`src/rtl/serial_image_sender_pkg.sv`:
```
// Shared definitions for the serial image sender: FSM state encodings,
// default serial/image dimensions and the UART 8N1 frame builder.
package serial_image_sender_pkg;

    typedef enum logic [3:0] {
        ST_INICIAL    = 4'd0,
        ST_LE_MEM     = 4'd1,
        ST_ESPERA_MEM = 4'd2,
        ST_CARREGA    = 4'd3,
        ST_TRANSMITE  = 4'd4,
        ST_GAP        = 4'd5,
        ST_PROXIMO    = 4'd6,
        ST_FIM        = 4'd7
    } state_t;

    localparam int DEF_BAUD_DIV = 434;
    localparam int DEF_IMG_W    = 64;
    localparam int DEF_IMG_H    = 64;
    localparam int FRAME_BITS   = 10;

    // Start bit (0) in the LSB, data LSB first, stop bit (1) in the MSB.
    function automatic logic [FRAME_BITS-1:0] make_frame(input logic [7:0] data);
        return {1'b1, data, 1'b0};
    endfunction

endpackage

```
`src/rtl/serial_image_sender_tick_gen.sv`:
```
// Bit-time generator: counts BAUD_DIV enabled cycles and emits a one-cycle
// tick on the last cycle of each bit period. clear restarts the period.
module serial_tick_gen #(
    parameter int BAUD_DIV = 434
) (
    input  logic clock,
    input  logic reset,
    input  logic clear,
    input  logic enable,
    output logic tick
);

    localparam int CW = (BAUD_DIV > 1) ? $clog2(BAUD_DIV) : 1;
    localparam logic [CW-1:0] LAST = CW'(BAUD_DIV - 1);

    logic [CW-1:0] count;

    // Cycle counter within the current bit period, wrapping at BAUD_DIV.
    always_ff @(posedge clock or posedge reset) begin
        if (reset) begin
            count <= '0;
        end else if (clear) begin
            count <= '0;
        end else if (enable) begin
            if (count == LAST) begin
                count <= '0;
            end else begin
                count <= count + CW'(1);
            end
        end
    end

    assign tick = enable && (count == LAST);

endmodule

```
`src/rtl/serial_image_sender.sv`:
```
// Streams a W x H byte image from a synchronous memory out of a UART 8N1
// TX line, one frame per pixel, with optional idle gap and pausa flow control.
module serial_image_sender
    import serial_image_sender_pkg::*;
#(
    parameter int BAUD_DIV = DEF_BAUD_DIV,
    parameter int IMG_W    = DEF_IMG_W,
    parameter int IMG_H    = DEF_IMG_H,
    parameter int ADDR_W   = 12,
    parameter int GAP_BITS = 1
) (
    input  logic              clock,
    input  logic              reset,
    input  logic              partida,
    input  logic              pausa,
    input  logic [7:0]        mem_dado,
    output logic [ADDR_W-1:0] mem_addr,
    output logic              mem_rd,
    output logic              saida_serial,
    output logic              ocupado,
    output logic              pronto,
    output logic [3:0]        db_estado,
    output logic [ADDR_W-1:0] db_contagem
);

    localparam logic [ADDR_W-1:0] LAST_PIX = ADDR_W'(IMG_W * IMG_H - 1);
    localparam int GW = (GAP_BITS > 1) ? $clog2(GAP_BITS) : 1;
    localparam logic [GW-1:0] LAST_GAP = GW'((GAP_BITS > 0) ? GAP_BITS - 1 : 0);

    state_t                  state;
    state_t                  next_state;
    logic [ADDR_W-1:0]       counter;
    logic [FRAME_BITS-1:0]   shift_reg;
    logic [3:0]              bit_cnt;
    logic [GW-1:0]           gap_cnt;
    logic                    tick;
    logic                    tick_clear;
    logic                    tick_enable;
    logic                    start_ok;

    assign start_ok    = partida && (state == ST_INICIAL || state == ST_FIM);
    assign tick_clear  = (state == ST_CARREGA);
    assign tick_enable = (state == ST_TRANSMITE) || (state == ST_GAP);

    serial_tick_gen #(
        .BAUD_DIV (BAUD_DIV)
    ) u_tick (
        .clock  (clock),
        .reset  (reset),
        .clear  (tick_clear),
        .enable (tick_enable),
        .tick   (tick)
    );

    // State register.
    always_ff @(posedge clock or posedge reset) begin
        if (reset) begin
            state <= ST_INICIAL;
        end else begin
            state <= next_state;
        end
    end

    // Next-state logic; pausa only matters between frames.
    always_comb begin
        next_state = state;
        case (state)
            ST_INICIAL:    if (partida) next_state = ST_LE_MEM;
            ST_LE_MEM:     next_state = ST_ESPERA_MEM;
            ST_ESPERA_MEM: next_state = ST_CARREGA;
            ST_CARREGA:    next_state = ST_TRANSMITE;
            ST_TRANSMITE: begin
                if (tick && bit_cnt == 4'(FRAME_BITS - 1)) begin
                    next_state = (GAP_BITS > 0) ? ST_GAP : ST_PROXIMO;
                end
            end
            ST_GAP:        if (tick && gap_cnt == LAST_GAP) next_state = ST_PROXIMO;
            ST_PROXIMO: begin
                if (counter == LAST_PIX) begin
                    next_state = ST_FIM;
                end else if (!pausa) begin
                    next_state = ST_LE_MEM;
                end
            end
            ST_FIM:        next_state = partida ? ST_LE_MEM : ST_INICIAL;
            default:       next_state = ST_INICIAL;
        endcase
    end

    // Output decode; the line is driven from the shift register only while transmitting.
    always_comb begin
        mem_rd       = (state == ST_LE_MEM);
        saida_serial = (state == ST_TRANSMITE) ? shift_reg[0] : 1'b1;
        ocupado      = (state != ST_INICIAL);
        pronto       = (state == ST_FIM);
        db_estado    = state;
        mem_addr     = counter;
        db_contagem  = counter;
    end

    // Pixel counter: cleared on every accepted start, advanced between frames.
    always_ff @(posedge clock or posedge reset) begin
        if (reset) begin
            counter <= '0;
        end else if (start_ok) begin
            counter <= '0;
        end else if (state == ST_PROXIMO && counter != LAST_PIX && !pausa) begin
            counter <= counter + ADDR_W'(1);
        end
    end

    // Bit and gap counters, restarted when a new frame is loaded.
    always_ff @(posedge clock or posedge reset) begin
        if (reset) begin
            bit_cnt <= '0;
            gap_cnt <= '0;
        end else if (state == ST_CARREGA) begin
            bit_cnt <= '0;
            gap_cnt <= '0;
        end else if (tick) begin
            if (state == ST_TRANSMITE) bit_cnt <= bit_cnt + 4'd1;
            if (state == ST_GAP)       gap_cnt <= gap_cnt + GW'(1);
        end
    end

    // Frame shift register: loaded from memory data, shifted right once per bit time.
    always_ff @(posedge clock) begin
        if (state == ST_CARREGA) begin
            shift_reg <= make_frame(mem_dado);
        end else if (state == ST_TRANSMITE && tick) begin
            shift_reg <= {1'b1, shift_reg[FRAME_BITS-1:1]};
        end
    end

endmodule

```
`config.mk`:
```
export PLATFORM = sky130hd
export DESIGN_NAME = serial_image_sender
export DESIGN_NICKNAME = d
export VERILOG_FILES = /design/src/rtl/serial_image_sender_pkg.sv /design/src/rtl/serial_image_sender_tick_gen.sv /design/src/rtl/serial_image_sender.sv
export SDC_FILE = /design/constraint.sdc
export NUM_CORES = 1
export LEC_CHECK = 0
export ABC_AREA = 1
export CAP_MARGIN = 20
export CELL_PAD_IN_SITES_DETAIL_PLACEMENT = 1
export CELL_PAD_IN_SITES_GLOBAL_PLACEMENT = 2
export CORE_MARGIN = 1.5
export CORE_UTILIZATION = 33
export CTS_CLUSTER_SIZE = 25
export DETAILED_ROUTE_END_ITERATION = 12
export DONT_BUFFER_PORTS = 1
export PLACE_DENSITY = 0.76
export SLEW_MARGIN = 25
export SYNTH_ARGS = -nofsm -noshare
export SYNTH_HDL_FRONTEND = slang
export SYNTH_SLANG_ARGS = --single-unit
```
`constraint.sdc`:
```
create_clock -name clock -period 1.69 [get_ports clock]
set_input_delay 0.169 -clock clock [delete_from_list [all_inputs] [get_ports clock]]
set_output_delay 0.169 -clock clock [all_outputs]
set_load 0.005 [all_outputs]
```
==> impl_metrics.yaml, run 1 <==
outcome:
  run_status: "finished, final reports clean"
grt:
  gr-total-overflow: 0
  grt_max_degree: 30
  antenna_found_initial: 0
  grt_pass1_vias: 2044
  grt_util_all_layers_pct: 17.6
  grt_pass1_wl_mm: 10.1
setup_path:
  startpoint_type: "register"
  critPathCaptureType: "register"
  worstPathArrival_ps: 1730
  critPathKind: "reg -> reg"
  r2r_cells: 12
  critical_path_required_ps: 1890
  cp_max_fo: 4
floorplanning:
  die_h_microns: 86.3
  die_width_microns: 86.3
  io_pins: 44
  start_util_pct: 33.9
  rows: 30
  die_area_sq_um: 7450
  coreArea_sq_um: 6760
final_layout:
  fillers: 838
  nets: 319
  regArea_sq_um: 986
  diodes: 0
  final_layout_size_suffix_gt1_share_pct: 18.2
  areaGrowthSynthToFinish_pct: 12.7
  finish.instance_area_sq_um: 2580
  largest_reg_flops: 12
  multiInputGateArea_sq_um: 1050
detailed_routing:
  drc: 0
  routed_via_density: 5.04
  vias: 1929
  drt-total-wl_mm: 5.82
  drt_first_pass_iters: 4
  routedWlPerCell_microns: 15.2
  drtIter0Drc: 54
  ant_nets: 0
pwr:
  peakVddDrop_mv: 0.273
  p_int_mw: 1.38
  powerDensity_nw_per_um2: 689
  p_clk_share_pct: 46.0
  p_sw_mw: 0.398
  comb_power_share_pct: 1.5
  seqPwrFrac_pct: 52.5
  netSwitchingFraction_pct: 22.4
  leakagePower_nw: 1.28
sta:
  fmax_mhz: 654
  rsz0062_at_grt: "no"
  slew_viol_final: 0
  finalSetupViolations: 0
  fin_worst_skew_ps: 9.07
  hold_viol: 0
  tns_ps: 0
  layout_setup_ws_ps: 162
  fin_crit_sh_pct: 90.4
  min_period_ps: 1530
  fin_hold_ws_ps: 73.0
synth:
  synthArstFlopShare_pct: 76.3
  synth_compound_area_share_pct: 10.1
  yosysUniqueCellTypes: 35
  synth_edf_count: 8
  ys.flop_type: "dfrtp_1"
  synth_seq_cells: 38
  netlist_area_sq_um: 2290
  synthCells: 287
  syn_area_per_cell_sq_um: 7.98
  synth.area.mux_share_pct: 0
  seq_area_frac_synth_pct: 43.1
  synthSimpleGateAreaFrac_pct: 31.1
  synth_top_family_by_area: "simple AND/OR/NAND/NOR gates"
  ys_warn_count: 0
  synth_fa_ha_area_share_pct: 2.73
  synth_xor_area_share_pct: 0.765
  syn-num-nets: 304
clock_tree:
  post_cts_buffers: 0
  h-tree-depth: 2
  numCtsBuffers: 5
  tritoncts: "yes"
  clock_path_buffers: 2
  clk_pin_slew_ps: 90
  insertion_delay_ps: 310
  cts_root_buf: "clkbuf_8"
  clkSinkCount: 38
place:
  dp_hpwl_mm: 4.24
  place_congestion: 0.815
  placed_area_sq_um: 2430
  dp_slack_ps: 8.73
  numPortBuffers: 0
hold_path:
  holdPathStages: 1
  holdCritPathClass: "in -> reg"
job:
  drv_cap: 0
synthesized netlist by cell type, types with 2 or more instances:
library cell / instances / area (sq um)
nor3_1: 2 / 10.0
nand2_1: 68 / 255
ha_1: 5 / 62.6
o21ai_1: 2 / 10.0
edfxtp_1: 8 / 240
xnor2_1: 2 / 17.5
o21ai_0: 10 / 50.1
dfrtp_1: 29 / 726
buf_6: 2 / 22.5
nand2_2: 4 / 25.0
nand3_1: 34 / 170
nor2_1: 24 / 90.1
nand3b_1: 3 / 22.5
a21o_1: 2 / 15.0
a21oi_1: 6 / 30.0
buf_4: 14 / 105
o21bai_1: 5 / 37.5
a22o_1: 7 / 61.3
inv_1: 27 / 101
nor2_2: 3 / 18.8
inv_2: 4 / 15.0
buf_2: 2 / 10.0
or2_2: 2 / 12.5
nand4_1: 11 / 68.8
placed cells by master (no fill, tap or decap):
master,Yosys,final
inv_4,1,2
or2_2,2,2
inv_1,27,27
conb_1,1,1
nand3_4,1,1
o21ai_0,10,10
clkbuf_8,0,5
nand4_1,11,11
inv_2,4,3
nor2_2,3,3
nand3_2,0,1
o21a_1,1,1
xnor2_1,2,2
nand3b_1,3,3
nand2_1,68,67
nor2_1,24,23
dlygate4sd3_1,0,1
nand2_4,1,1
ha_2,0,1
buf_6,2,1
dfrtp_1,29,29
bufinv_16,0,1
nor3_1,2,2
a22oi_1,1,1
o21ai_1,2,2
nand3_1,34,33
nor2_4,1,2
nand2_2,4,5
a21oi_1,6,6
a22o_1,7,7
o21bai_1,5,5
clkinvlp_4,0,2
a21o_1,2,2
ha_1,5,4
edfxtp_1,8,8
buf_4,14,25
o22ai_1,1,1
dfxtp_1,1,1
a31oi_1,1,1
worst paths after layout:
| kind | start | endpoint | slack [ps] |
|---|---|---|---|
| max | u_tick.count[1] | u_tick.count[8] | 160 |
| min | mem_dado[7] | shift_reg[8] | 70 |
| max reg2reg | u_tick.count[1] | u_tick.count[8] | 160 |
| min reg2reg | shift_reg[0] | shift_reg[0] | 460 |
| max in group asynchronous | reset | bit_cnt[1] | 990 |
| min in group asynchronous | reset | u_tick.count[2] | 390 |
power by group through the flow:
stage / sequential, mW / combinational, mW / clock [mW]
6_report: 0.933 / 0.0266 / 0.817
5_1_grt: 0.933 / 0.0316 / 0.878
4_1_cts: 0.933 / 0.0281 / 0.841
3_5_place_dp: 0.952 / 0.0261 / 0
3_3_place_gp: 0.952 / 0.0261 / 0
2_1_floorplan: 0.953 / 0.0173 / 0
kinds of logic (layout without fill, tap and decap cells):
family                     after synthesis  count (layout)
and+or+nand+nor                        154             154
buffers and inverters                   51              67
DFF                                     38              38
AOI/OAI and AO/OA                       36              36
adders and majority gates                5               5
xor gates and xnor gates                 2               2
other                                    1               1
routing by layer:
metal	share of wire [%]	track usage (%)	wire, microns
met1	46	22.1	2700
met2	49	29.7	2830
met3	3.5	4.10	203
met4	1.5	6.30	87
met5	0	0	0
through the flow:
step / total power, mW / cells / utilization, %
global route: 1.84 / 383 / 38.2
detailed placement: 0.978 / 374 / 36.0
finish: 1.78 / 383 / 38.2
floorplan: 0.971 / 287 / -
global placement: 0.978 / 374 / 36.0
CTS: 1.80 / 383 / 37.9
cell type report:
| cell class | count | area share [%] |
|---|---|---|
| flip-flops and latches | 38 | 38.2 |
| repair buffers | 27 | 8.10 |
| multi-input cells | 198 | 40.5 |
| clock inverters | 3 | 1.75 |
| well taps | 80 | 3.88 |
| inverters | 32 | 4.85 |
| clock buffers | 5 | 2.67 |
worst max-delay path: stages (launching register included):
cell and delay [ps]:
dfrtp_1 410, inv_1 80, ha_1 140, nand2_1 60, nor2_2 120, nand2_2 80
buf_4 150, nand2_1 100, inv_2 60, nand2_1 80, nand3_1 70, nand2_1 60
inv_1 30
repair_timing:
action | CTS | global route
pin swaps | 0 | 1
endpoints found under the hold margin | 29 | 0
setup endpoints to repair | 8 | 18
hold buffers | 1 | 0
cloned | 0 | 0
gates resized for setup | 1 | 6
Power figures use the tool's default switching activity.
==> inputs of run 2 (changes only) <==
Settings changed: CAP_MARGIN 20 to default, SLEW_MARGIN 25 to 20.
==> results of run 2 <==
No change in the layout: final DEF, timing and power equal those of run 1.
==> inputs of run 3 (changes only) <==
Settings changed: CTS_CLUSTER_SIZE 25 to default.
==> results of run 3 <==
No change in the layout: final DEF, timing and power equal those of run 1.
